[config.mk]
export PLATFORM = sky130hd
export DESIGN_NAME = mem_arbiter
export DESIGN_NICKNAME = d
export VERILOG_FILES = /design/src/rtl/mem_arb_pkg.sv /design/src/rtl/byte_merge.sv /design/src/rtl/mem_arbiter.sv
export SDC_FILE = /design/constraint.sdc
export NUM_CORES = 1
export LEC_CHECK = 0
export BUFFER_PORTS_ARGS = -buffer_cell sky130_fd_sc_hd__buf_2
export CAP_MARGIN = 10
export CORE_AREA = 2 2 124 174
export DETAILED_ROUTE_END_ITERATION = 10
export DIE_AREA = 0 0 126 176
export HOLD_SLACK_MARGIN = 0.05
export SLEW_MARGIN = 0
export SYNTH_ARGS = -nofsm -noshare
export SYNTH_HDL_FRONTEND = slang
export SYNTH_HIERARCHICAL = 1
export SYNTH_SLANG_ARGS = --single-unit
[constraint.sdc]
create_clock -name clk -period 1.95 [get_ports clk]
set_input_delay 0.39 -clock clk [delete_from_list [all_inputs] [get_ports clk]]
set_output_delay 0.39 -clock clk [all_outputs]
set_load 0.05 [all_outputs]
[src/rtl/mem_arb_pkg.sv]
// Shared types and constants for the instruction/data memory arbiter.
package mem_arb_pkg;

  typedef enum logic {ARB_IDLE, ARB_RMW} state_t;
  typedef enum logic {GNT_IF, GNT_LS} grant_t;

  localparam logic [3:0] WSTRB_FULL = 4'hF;

endpackage

[src/rtl/byte_merge.sv]
// Byte-lane merge for read-modify-write: each lane takes the new byte when its strobe is set.
module byte_merge (
  input  logic [31:0] old_data,
  input  logic [31:0] new_data,
  input  logic [3:0]  strb,
  output logic [31:0] merged
);

  for (genvar i = 0; i < 4; i++) begin : g_lane
    assign merged[8*i +: 8] = strb[i] ? new_data[8*i +: 8] : old_data[8*i +: 8];
  end

endmodule

[src/rtl/mem_arbiter.sv]
// Arbitrates fetch and load/store access to a single-ported word memory, one transaction
// per cycle; sub-word stores become a two-cycle read-modify-write.
module mem_arbiter
  import mem_arb_pkg::*;
#(
  parameter int ADDR_W        = 16,
  parameter bit DATA_PRIORITY = 1'b0
) (
  input  logic              clk,
  input  logic              rst_n,
  input  logic              if_req,
  input  logic [31:0]       if_addr,
  output logic              if_ready,
  output logic              if_rvalid,
  output logic [31:0]       if_rdata,
  input  logic              ls_req,
  input  logic              ls_we,
  input  logic [31:0]       ls_addr,
  input  logic [31:0]       ls_wdata,
  input  logic [3:0]        ls_wstrb,
  output logic              ls_ready,
  output logic              ls_rvalid,
  output logic [31:0]       ls_rdata,
  output logic              mem_wen,
  output logic              mem_ren,
  output logic [ADDR_W-1:0] mem_waddr,
  output logic [ADDR_W-1:0] mem_raddr,
  output logic [31:0]       mem_wdata,
  input  logic [31:0]       mem_rdata
);

  state_t state, state_next;
  grant_t last_grant, grant;
  logic   gnt_valid, if_acc, ls_acc;
  logic   ls_full, ls_null, ls_partial;

  logic [ADDR_W-1:0] if_idx, ls_idx, rmw_idx;
  logic [31:0]       rmw_wdata, rmw_old, merged;
  logic [3:0]        rmw_strb;

  // Byte offset and high address bits are deliberately dropped: addresses alias.
  logic unused_addr_bits;
  assign unused_addr_bits = ^{if_addr[31:ADDR_W+2], if_addr[1:0],
                              ls_addr[31:ADDR_W+2], ls_addr[1:0]};

  assign if_idx = if_addr[ADDR_W+1:2];
  assign ls_idx = ls_addr[ADDR_W+1:2];

  assign ls_full    = ls_we && (ls_wstrb == WSTRB_FULL);
  assign ls_null    = ls_we && (ls_wstrb == 4'h0);
  assign ls_partial = ls_we && !ls_full && !ls_null;

  byte_merge u_merge (
    .old_data (rmw_old),
    .new_data (rmw_wdata),
    .strb     (rmw_strb),
    .merged   (merged)
  );

  always_comb begin
    gnt_valid = 1'b0;
    grant     = GNT_IF;
    if (state == ARB_IDLE) begin
      if (if_req && ls_req) begin
        gnt_valid = 1'b1;
        if (DATA_PRIORITY || last_grant == GNT_IF) grant = GNT_LS;
        else                                       grant = GNT_IF;
      end else if (ls_req) begin
        gnt_valid = 1'b1;
        grant     = GNT_LS;
      end else if (if_req) begin
        gnt_valid = 1'b1;
      end
    end
  end

  assign if_acc = gnt_valid && (grant == GNT_IF);
  assign ls_acc = gnt_valid && (grant == GNT_LS);

  // NOTE: sequential state uses non-blocking assignments so every register samples
  // pre-edge values regardless of process evaluation order.
  always_ff @(posedge clk or negedge rst_n) begin
    if (!rst_n) state <= ARB_IDLE;
    else        state <= state_next;
  end

  always_comb begin
    state_next = state;
    case (state)
      ARB_IDLE: if (ls_acc && ls_partial) state_next = ARB_RMW;
      ARB_RMW:  state_next = ARB_IDLE;
      default:  state_next = ARB_IDLE;
    endcase
  end

  // NOTE: every output gets a default first so no path through the case infers a latch.
  always_comb begin
    if_ready  = 1'b0;
    ls_ready  = 1'b0;
    mem_wen   = 1'b0;
    mem_ren   = 1'b0;
    mem_raddr = '0;
    mem_waddr = '0;
    mem_wdata = '0;
    case (state)
      ARB_IDLE: begin
        if_ready = if_acc;
        ls_ready = ls_acc;
        if (if_acc) begin
          mem_ren   = 1'b1;
          mem_raddr = if_idx;
        end else if (ls_acc) begin
          if (!ls_we || ls_partial) begin
            mem_ren   = 1'b1;
            mem_raddr = ls_idx;
          end else if (ls_full) begin
            mem_wen   = 1'b1;
            mem_waddr = ls_idx;
            mem_wdata = ls_wdata;
          end
        end
      end
      ARB_RMW: begin
        mem_wen   = 1'b1;
        mem_waddr = rmw_idx;
        mem_wdata = merged;
      end
      default: ;
    endcase
  end

  // NOTE: the RMW holding registers are reset too, so a reset mid-RMW leaves no stale
  // write data that a later state could expose.
  always_ff @(posedge clk or negedge rst_n) begin
    if (!rst_n) begin
      last_grant <= GNT_IF;
      if_rvalid  <= 1'b0;
      if_rdata   <= '0;
      ls_rvalid  <= 1'b0;
      ls_rdata   <= '0;
      rmw_idx    <= '0;
      rmw_wdata  <= '0;
      rmw_strb   <= '0;
      rmw_old    <= '0;
    end else begin
      if_rvalid <= if_acc;
      ls_rvalid <= (ls_acc && !ls_partial) || (state == ARB_RMW);
      if (if_acc) begin
        last_grant <= GNT_IF;
        if_rdata   <= mem_rdata;
      end
      if (ls_acc) begin
        last_grant <= GNT_LS;
        ls_rdata   <= ls_we ? 32'h0 : mem_rdata;
        if (ls_partial) begin
          rmw_idx   <= ls_idx;
          rmw_wdata <= ls_wdata;
          rmw_strb  <= ls_wstrb;
          rmw_old   <= mem_rdata;
        end
      end
    end
  end

endmodule

==> results.yml, run 1 <==
outcome:
  status: "finished, violations left"
  violations: "negative setup slack"
placed_design:
  dp_hpwl_um: 13920
  place_area_um2: 9440
  port_buffers: 238
  dp.cells: 1078
  dp_slack_ns: -0.3147
  place_congestion: 0.7767
die:
  core_area_um2: 20480
  io-pin-count: 271
  num_rows: 62
  chipHeight_um: 176
  dieArea_um2: 22180
  floorplan.initialDensity_pct: 35.45
  die_w_um: 126
global_routing:
  met1_usage_pct: 21.97
  antenna_found_initial: 1
  grt_overflow: 0
  busiest_layer: "met2"
  grt_max_degree: 65
  grt_use_met3_pct: 4.515
  gr-usage-met2_pct: 31.94
  grt_pass1_vias: 5852
  grt_pass1_wl_um: 31750
  grt_usage_pct: 18.49
pwr:
  power.density_nw_per_um2: 1137
  power_w: 0.01268
  cellLeakagePower_nw: 5.579
  ir_drop_v: 0.0006263
worst_setup_path:
  worst-path-buf-inv: 3
  cpMaxStageDelayCell: "dfrtp_2"
  reg2reg_depth: 9
  max_stage_delay_ns: 0.42
  crit_end: "mem_waddr[1]"
  r2r-end: "rmw_wdata[26]$_DFFE_PN0P_"
  crit_chain: "nor2b_4 -> nand2_4 -> clkinv_4 -> and3_4 -> clkbuf_16 -> a22o_4 -> buf_8"
  cp-end-kind: "primary output"
  worstReg2RegStart: "state$_DFF_PN0_"
  arrival_ns: 1.89
  worstSetupPathType: "register to primary output"
  worstSetupPathDepth: 7
  startpoint_type: "register"
  r2r_slack_ns: 0.07
  startpoint: "state$_DFF_PN0_"
  worst_path_dominant_cell_family: "simple AND/OR/NAND/NOR gates"
  cp_max_fo: 6
  crit_required_ns: 1.56
logic_synthesis:
  synthAdderAreaFrac_pct: 0
  synth_nets: 727
  ys_seq_area_share_pct: 52.40
  netlist_area_um2: 7259
  postSynthAreaPerCell_um2: 12.30
  syn_inst: 590
  synth-simple-area-share_pct: 10.58
  ys_warn_count: 6
  synth_top_family_by_area: "multiplexers"
  synthFlopType: "dfrtp_1"
  synth_compound_area_share_pct: 10.24
  muxShareOfSynthArea_pct: 22.18
  synthArstFlopShare_pct: 100.0
  synth_xor_area_share_pct: 0
  synth_edf_count: 0
  ys_types: 24
  synth-seq-cells: 152
clock_network:
  clkSinkCount: 152
  root_buffer: "clkbuf_16"
  worstSkewPairLatency_ns: 0.43
  cts_htree_levels: 4
  cts.clk_slew.worst_paths_ns: 0.07
  cts_buffers: 17
  cts_tree: "built"
  cts.path.max_buffers: 2
cells_and_area:
  final_core_util_pct: 54.47
  fin_cells: 1139
  drive_above_1_share_pct: 60.32
  final_area_um2: 11150
  nets: 1006
  syn2layout_area_growth_pct: 53.65
timing:
  rsz0062_at_grt: "true"
  fin_ws_ns: -0.3253
  setup_viol: 67
  slew_violations: 0
  worst_pin_slew_ns: 0.5683
  finClkSkew_ns: 0.01013
  post-route-period-util_pct: 116.7
  hold_viol_final: 0
  period_needed_ns: 2.275
  slew-limit-headroom_pct: 62.11
  fmax_mhz: 439.5
detailed_routing:
  final_antenna_net_count: 0
  drc: 0
  vias: 5559
  drt-vias-per-instance: 4.881
  drtPass1Iterations: 4
  wl_um: 21660
  drtIter0Drc: 178
  post_drt_wl_per_cell_um: 19.02
job:
  cap_violations: 0
min_path:
  min_path_type: "input port to register"
synth_stat cells, types with 2 or more instances:
| master | n | area [um^2] |
|---|---|---|
| dfrtp_1 | 152 | 3804 |
| nand2_1 | 131 | 491.7 |
| mux2_4 | 81 | 1216 |
| a22o_1 | 64 | 560.5 |
| mux2_2 | 35 | 394.1 |
| nand2b_1 | 33 | 206.5 |
| o21ai_0 | 33 | 165.2 |
| clkbuf_1 | 25 | 93.84 |
| buf_2 | 9 | 45.04 |
| buf_12 | 6 | 120.1 |
| buf_6 | 5 | 56.30 |
| and3_1 | 2 | 12.51 |
| inv_2 | 2 | 7.510 |
| or2_2 | 2 | 12.51 |
per-layer routing:
metal,up-vias,part of all wire (%),routed length [um]
met5,-,0,0
met4,0,2.2,467
met3,26,5.0,1073
met2,168,53,11420
met1,2751,40,8701
li1,2614,-,-
sequential cells by signal, indices dropped and copies added, names as in the netlist:
signal,cells
if_rdata,32
ls_rdata,32
rmw_old,32
rmw_wdata,32
rmw_idx,16
rmw_strb,4
if_rvalid,1
last_grant,1
ls_rvalid,1
state,1
worst min path at each step:
stage	cells past startpoint	slack (ns)	start	end
floorplan	0	0.09	rst_n	if_rdata[0]$_DFFE_PN0N_
global placement	1	0.31	rst_n	rmw_old[5]$_DFFE_PN0P_
detailed placement	1	0.31	rst_n	rmw_old[5]$_DFFE_PN0P_
CTS	3	0.17	mem_rdata[17]	if_rdata[17]$_DFFE_PN0N_
global route	3	0.19	mem_rdata[5]	if_rdata[5]$_DFFE_PN0N_
finish	3	0.19	mem_rdata[17]	if_rdata[17]$_DFFE_PN0N_
placed cells by master (no fill, tap or decap), types with 2 or more instances in the layout:
cell type / instances
buf_6: 13
a22o_4: 57
dfrtp_2: 3
nand2b_1: 33
clkinv_4: 4
buf_4: 34
mux2_4: 81
mux2_2: 35
a22o_2: 7
clkbuf_16: 26
buf_2: 169
bufinv_16: 2
clkinvlp_4: 7
buf_12: 16
nand2_1: 129
buf_8: 62
and3_4: 3
o21ai_0: 33
dfrtp_1: 149
what timing repair did:
item	CTS	global route
hold buffers	1	0
cloned	1	14
hold endpoints to repair	29	0
pin swaps	1	4
resized for setup	162	57
endpoints found under the setup margin	67	109
buffers inserted	3	12
worst reg2reg max path, cell delays in order (launching register included):
cell,delay [ns]
dfrtp_2,0.42
nor2b_4,0.14
nand2_4,0.07
clkinv_4,0.06
buf_4,0.09
buf_4,0.13
and3_4,0.22
buf_12,0.14
clkbuf_16,0.18
mux2_4,0.30
power breakdown:
group          switching (W)  internal, W
clock network        0.00136      0.00192
logic                0.00270      0.00226
registers           0.000497      0.00394
total                0.00456      0.00812
logic make-up (layout without fill, tap and decap cells):
| kind of cell | count (synthesis) | in the layout |
|---|---|---|
| AOI/OAI and AO/OA | 99 | 99 |
| other | 0 | 1 |
| and+or+nand+nor | 174 | 176 |
| buffers and inverters | 49 | 339 |
| muxes | 116 | 116 |
| DFF | 152 | 152 |
layout make-up:
cell class | count | area [um^2]
inverter | 3 | 18.77
multi-input combinational | 391 | 3681
fill | 1759 | 9325
sequential | 152 | 3807
tap | 256 | 320.3
clock inverter | 13 | 147.6
timing repair buffer | 304 | 2734
clock buffer | 19 | 442.9
antenna | 1 | 2.502
through the flow:
stage	hold WS (ns)	setup TNS (ns)
6_report	0.1903	-18.36
5_1_grt	0.1919	-23.51
4_1_cts	0.1655	-22.22
3_5_place_dp	0.3123	-10.46
3_3_place_gp	0.3123	-11.03
2_1_floorplan	0.09441	0
Power figures use the tool's default switching activity.
==> inputs of run 2 (changes only) <==
- CELL_PAD_IN_SITES_DETAIL_PLACEMENT: unset -> 1
- CELL_PAD_IN_SITES_GLOBAL_PLACEMENT: unset -> 2
- CORE_AREA: 2 2 124 174 -> 8 8 146 202
- DIE_AREA: 0 0 126 176 -> 0 0 154 210
- PLACE_DENSITY_LB_ADDON: unset -> 0.1
==> run 2 against run 1 <==
Compared with the run above: the flow still finishes with violations (negative setup slack); cell count grew 6.1%; combinational power is essentially flat; sequential share of layout area shrank 0.49 points; critical path type unchanged; critical endpoint is now mem_wdata[5]; highest routed layer is now met5.
==> results.yml, run 2 (same netlist as run 1, synthesis figures left out) <==
timing:
  slew-limit-headroom_pct: 58.42
  period_needed_ns: 2.309
  worst_pin_slew_ns: 0.6237
  slew_violations: 0
  fin_ws_ns: -0.3585
  holdWs_ns: 0.1965
  hold_viol_final: 0
  post-route-period-util_pct: 118.4
  fmax_mhz: 433.2
  rsz0062_at_grt: "true"
  finClkSkew_ns: 0.01155
  setup_viol: 67
placed_design:
  place_area_um2: 9405
  dp_slack_ns: -0.2256
  dp_hpwl_um: 17740
  place_congestion: 0.7547
  port_buffers: 238
die:
  dieArea_um2: 32340
  io-pin-count: 271
  num_rows: 71
  chipHeight_um: 210
  die_w_um: 154
  core_area_um2: 26560
  floorplan.initialDensity_pct: 27.33
cells_and_area:
  nets: 1003
  final_cell_mix: "169 x buf_2, 148 x dfrtp_1, 129 x nand2_1"
  syn2layout_area_growth_pct: 55.95
  final_area_um2: 11320
  final_core_util_pct: 42.62
  mostFrequentLayoutCell: "buf_2"
  drive_above_1_share_pct: 60.18
worst_setup_path:
  arrival_ns: 1.92
  cp_max_fo: 7
  startpoint_type: "register"
  startpoint: "state$_DFF_PN0_"
  crit_required_ns: 1.56
  worstSetupPathType: "register to primary output"
  cp-end-kind: "primary output"
  worstReg2RegStart: "state$_DFF_PN0_"
clock_network:
  cts_tree: "built"
  cts.path.max_buffers: 2
  clkSinkCount: 152
  cts_buffers: 17
  worstSkewPairLatency_ns: 0.43
  cts.clk_slew.worst_paths_ns: 0.07
  root_buffer: "clkbuf_16"
  cts_htree_levels: 4
pwr:
  power_w: 0.01279
  ir_drop_v: 0.0006231
  cellLeakagePower_nw: 5.615
  power.density_nw_per_um2: 1130
detailed_routing:
  drtIter0Drc: 206
  drtPass1Iterations: 4
  final_antenna_net_count: 0
  wl_um: 26040
  drt-vias-per-instance: 4.646
  drc: 0
  vias: 5612
  post_drt_wl_per_cell_um: 21.56
global_routing:
  grt_overflow: 0
  grt_usage_pct: 15.94
  antenna_found_initial: 2
  grt_pass1_vias: 6545
  grt_max_degree: 65
  grt_pass1_wl_um: 39520
outcome:
  status: "finished, violations left"
  violations: "negative setup slack"
job:
  cap_violations: 0
min_path:
  min_path_type: "input port to register"
  hp-start: "mem_rdata[21]"
run 2: worst max-delay path, cell delays in order, from the launching register on:
cell and delay [ns]:
dfrtp_2 0.42, nor2b_4 0.15, nand2_4 0.07, clkinv_4 0.05
and3_4 0.20, buf_12 0.14, buf_16 0.15, a22o_4 0.14
buf_8 0.14
run 2: stage by stage:
step,std cells,TNS (ns)
after global routing,1208,-26.31
after global placement,1141,-8.313
after floorplan,590,0
after CTS,1201,-25.51
after detailed placement,1141,-9.675
final,1208,-21.10
run 2: worst paths after layout:
path | to | slack [ns] | depth (start not counted)
min in group asynchronous | if_rdata[9]$_DFFE_PN0N_ | 0.46 | 2
min | if_rdata[21]$_DFFE_PN0N_ | 0.20 | 3
max in group asynchronous | if_rdata[18]$_DFFE_PN0N_ | 0.84 | 3
max | mem_wdata[5] | -0.36 | 8
max reg2reg | rmw_old[31]$_DFFE_PN0P_ | 0.06 | 9
min reg2reg | if_rdata[27]$_DFFE_PN0N_ | 0.47 | 2
run 2: layout make-up:
class,instances,area [um^2]
antenna,1,2.502
clock buffer,21,460.4
clock inverter,11,123.9
fill,2783,15240
inverter,3,18.77
multi-input combinational,389,3689
sequential,152,3809
tap,328,410.4
timing repair buffer,303,2808
run 2: routing by layer:
layer / global-route usage (%) / vias to the layer above / share of wire, %
met2: 27.94 / 167 / 52
met5: 0 / - / 0.031
met3: 5.862 / 18 / 6.8
li1: - / 2611 / -
met1: 17.95 / 2814 / 40
met4: 4.168 / 2 / 1.0
run 2: power by group:
part / switching, W / internal (W) / total (W)
Clock: 0.00138 / 0.00195 / 0.00333
Sequential: 0.000546 / 0.00394 / 0.00448
Combinational: 0.00272 / 0.00227 / 0.00498
run 2: timing repair:
item                                    CTS  global route
endpoints found under the setup margin   67           119
hold buffers                              1             0
setup buffers                            23             6
hold endpoints to repair                 38             0
pin swaps                                 1             7
resized for setup                       217            26
gates cloned                              4             8
==> inputs of run 3 (changes only) <==
==> constraint.sdc (replaced) <==
create_clock -name clk -period 1.95 [get_ports clk]
set_input_delay 0.195 -clock clk [delete_from_list [all_inputs] [get_ports clk]]
set_output_delay 0.195 -clock clk [all_outputs]
set_load 0.05 [all_outputs]
==> run 3 against run 2 <==
Compared with the run above: the run still ends with negative setup slack left; core utilization up 1.6 points; first-iteration DRC count down 20%; total power up 2.8%; clock power up 11%; sequential share of layout area down 1.2 points; sequential power up 0.9%; count of clock-buffer cells in the layout down 3; critical path type unchanged.
==> results.yml, run 3 (same netlist as run 1, synthesis figures left out) <==
die:
  io-pin-count: 271
  chipHeight_um: 210
  die_w_um: 154
  dieArea_um2: 32340
  core_area_um2: 26560
  floorplan.initialDensity_pct: 27.33
  num_rows: 71
detailed_routing:
  wl_um: 27260
  drc: 0
  drt-vias-per-instance: 4.629
  vias: 5883
  post_drt_wl_per_cell_um: 21.45
  final_antenna_net_count: 0
  drtIter0Drc: 164
  drtPass1Iterations: 4
timing:
  fin_ws_ns: -0.2431
  worst_pin_slew_ns: 0.6529
  rsz0062_at_grt: "true"
  slew-limit-headroom_pct: 56.47
  holdWs_ns: 0.1450
  setup_viol: 67
  slew_violations: 0
  period_needed_ns: 2.193
  post-route-period-util_pct: 112.5
  finClkSkew_ns: 0.007241
  fin_setup_tns_ns: -13.18
  hold_viol_final: 0
  fmax_mhz: 456.0
placed_design:
  place_congestion: 0.7285
  port_buffers: 238
  place_area_um2: 8910
  dp_slack_ns: -0.1334
  dp_hpwl_um: 17080
global_routing:
  grt_use_met3_pct: 6.087
  grt_pass1_vias: 6982
  grt_overflow: 0
  grt_usage_pct: 16.98
  gr-usage-met2_pct: 29.17
  grt_max_degree: 65
  grt_pass1_wl_um: 42170
  met1_usage_pct: 19.47
  busiest_layer: "met2"
  antenna_found_initial: 2
cells_and_area:
  final_cell_mix: "170 x buf_2, 147 x dfrtp_1, 129 x nand2_1"
  fill_cells: 2763
  final_core_util_pct: 44.26
  nets: 1067
  final_area_um2: 11760
  diodes: 0
  drive_above_1_share_pct: 53.45
  mostFrequentLayoutCell: "buf_2"
  syn2layout_area_growth_pct: 61.94
job:
  cap_violations: 0
worst_setup_path:
  crit_end: "mem_wdata[12]"
  r2r-end: "rmw_wdata[11]$_DFFE_PN0P_"
  worstSetupPathType: "register to primary output"
  startpoint: "state$_DFF_PN0_"
  crit_required_ns: 1.75
  worstReg2RegStart: "state$_DFF_PN0_"
  startpoint_type: "register"
  reg2reg_depth: 7
  cp-end-kind: "primary output"
  arrival_ns: 2.00
  cp_max_fo: 8
  r2r_slack_ns: 0.07
min_path:
  min_path_type: "input port to register"
  hp-start: "ls_we"
pwr:
  ir_drop_v: 0.0006209
  power.density_nw_per_um2: 1118
  cellLeakagePower_nw: 5.771
clock_network:
  root_buffer: "clkbuf_16"
  worstSkewPairLatency_ns: 0.42
  cts.path.max_buffers: 2
  clkSinkCount: 152
  cts_htree_levels: 4
  cts_tree: "built"
  cts_buffers: 17
  cts.clk_slew.worst_paths_ns: 0.06
outcome:
  status: "finished, violations left"
  violations: "negative setup slack"
[run 3: per-stage QoR]
| stage | instances | power [W] |
|---|---|---|
| finish | 1271 | 0.01315 |
| global route | 1271 | 0.01380 |
| CTS | 1264 | 0.01321 |
| detailed placement | 1124 | 0.008784 |
| global placement | 1124 | 0.008665 |
| floorplan | 590 | 0.007690 |
[run 3: how the worst min path moves through the flow]
| stage | cells past startpoint | endpoint |
|---|---|---|
| 3_3_place_gp | 1 | rmw_old[9]$_DFFE_PN0P_ |
| 4_1_cts | 3 | ls_rdata[0]$_DFFE_PN0N_ |
| 5_1_grt | 3 | ls_rdata[0]$_DFFE_PN0N_ |
| 6_report | 3 | ls_rdata[0]$_DFFE_PN0N_ |
| 3_5_place_dp | 1 | rmw_old[9]$_DFFE_PN0P_ |
| 2_1_floorplan | 0 | if_rdata[0]$_DFFE_PN0N_ |
[run 3: per-layer routing]
metal | up-vias | part of all wire [%]
met5 | - | 0.099
met4 | 4 | 1.4
met3 | 26 | 6.6
met2 | 170 | 51
met1 | 2960 | 41
li1 | 2723 | -
[run 3: worst max-delay path, cell delays in order, from the launching register on]
cell and delay (ns):
dfrtp_2 0.44, nor2b_4 0.16, nand2_4 0.08, inv_4 0.06
and3_4 0.25, buf_4 0.14, buf_12 0.15, a22o_4 0.14
buf_8 0.14
[run 3: power breakdown]
| group | switching [W] | internal, W | total [W] |
|---|---|---|---|
| clock network | 0.00140 | 0.00232 | 0.00371 |
| logic | 0.00267 | 0.00224 | 0.00491 |
| registers | 0.000586 | 0.00394 | 0.00452 |
| total | 0.00465 | 0.00849 | 0.0131 |
[run 3: what timing repair did]
action	CTS	global route
hold buffers	86	0
gates resized for setup	209	32
setup buffers	14	5
endpoints found under the hold margin	189	0
gates cloned	8	3
pin swaps	1	12
endpoints found under the setup margin	67	107
[run 3: cell type report]
cell class	count	area, um^2	area share, %
Clock buffer	18	439.2	3.736
Timing Repair inverter	2	21.27	0.1809
Clock inverter	14	222.7	1.894
Multi-Input combinational cell	389	3527	30.00
Tap cell	328	410.4	3.491
Sequential cell	152	3810	32.41
Timing Repair Buffer	365	3298	28.05
Inverter	3	27.53	0.2341
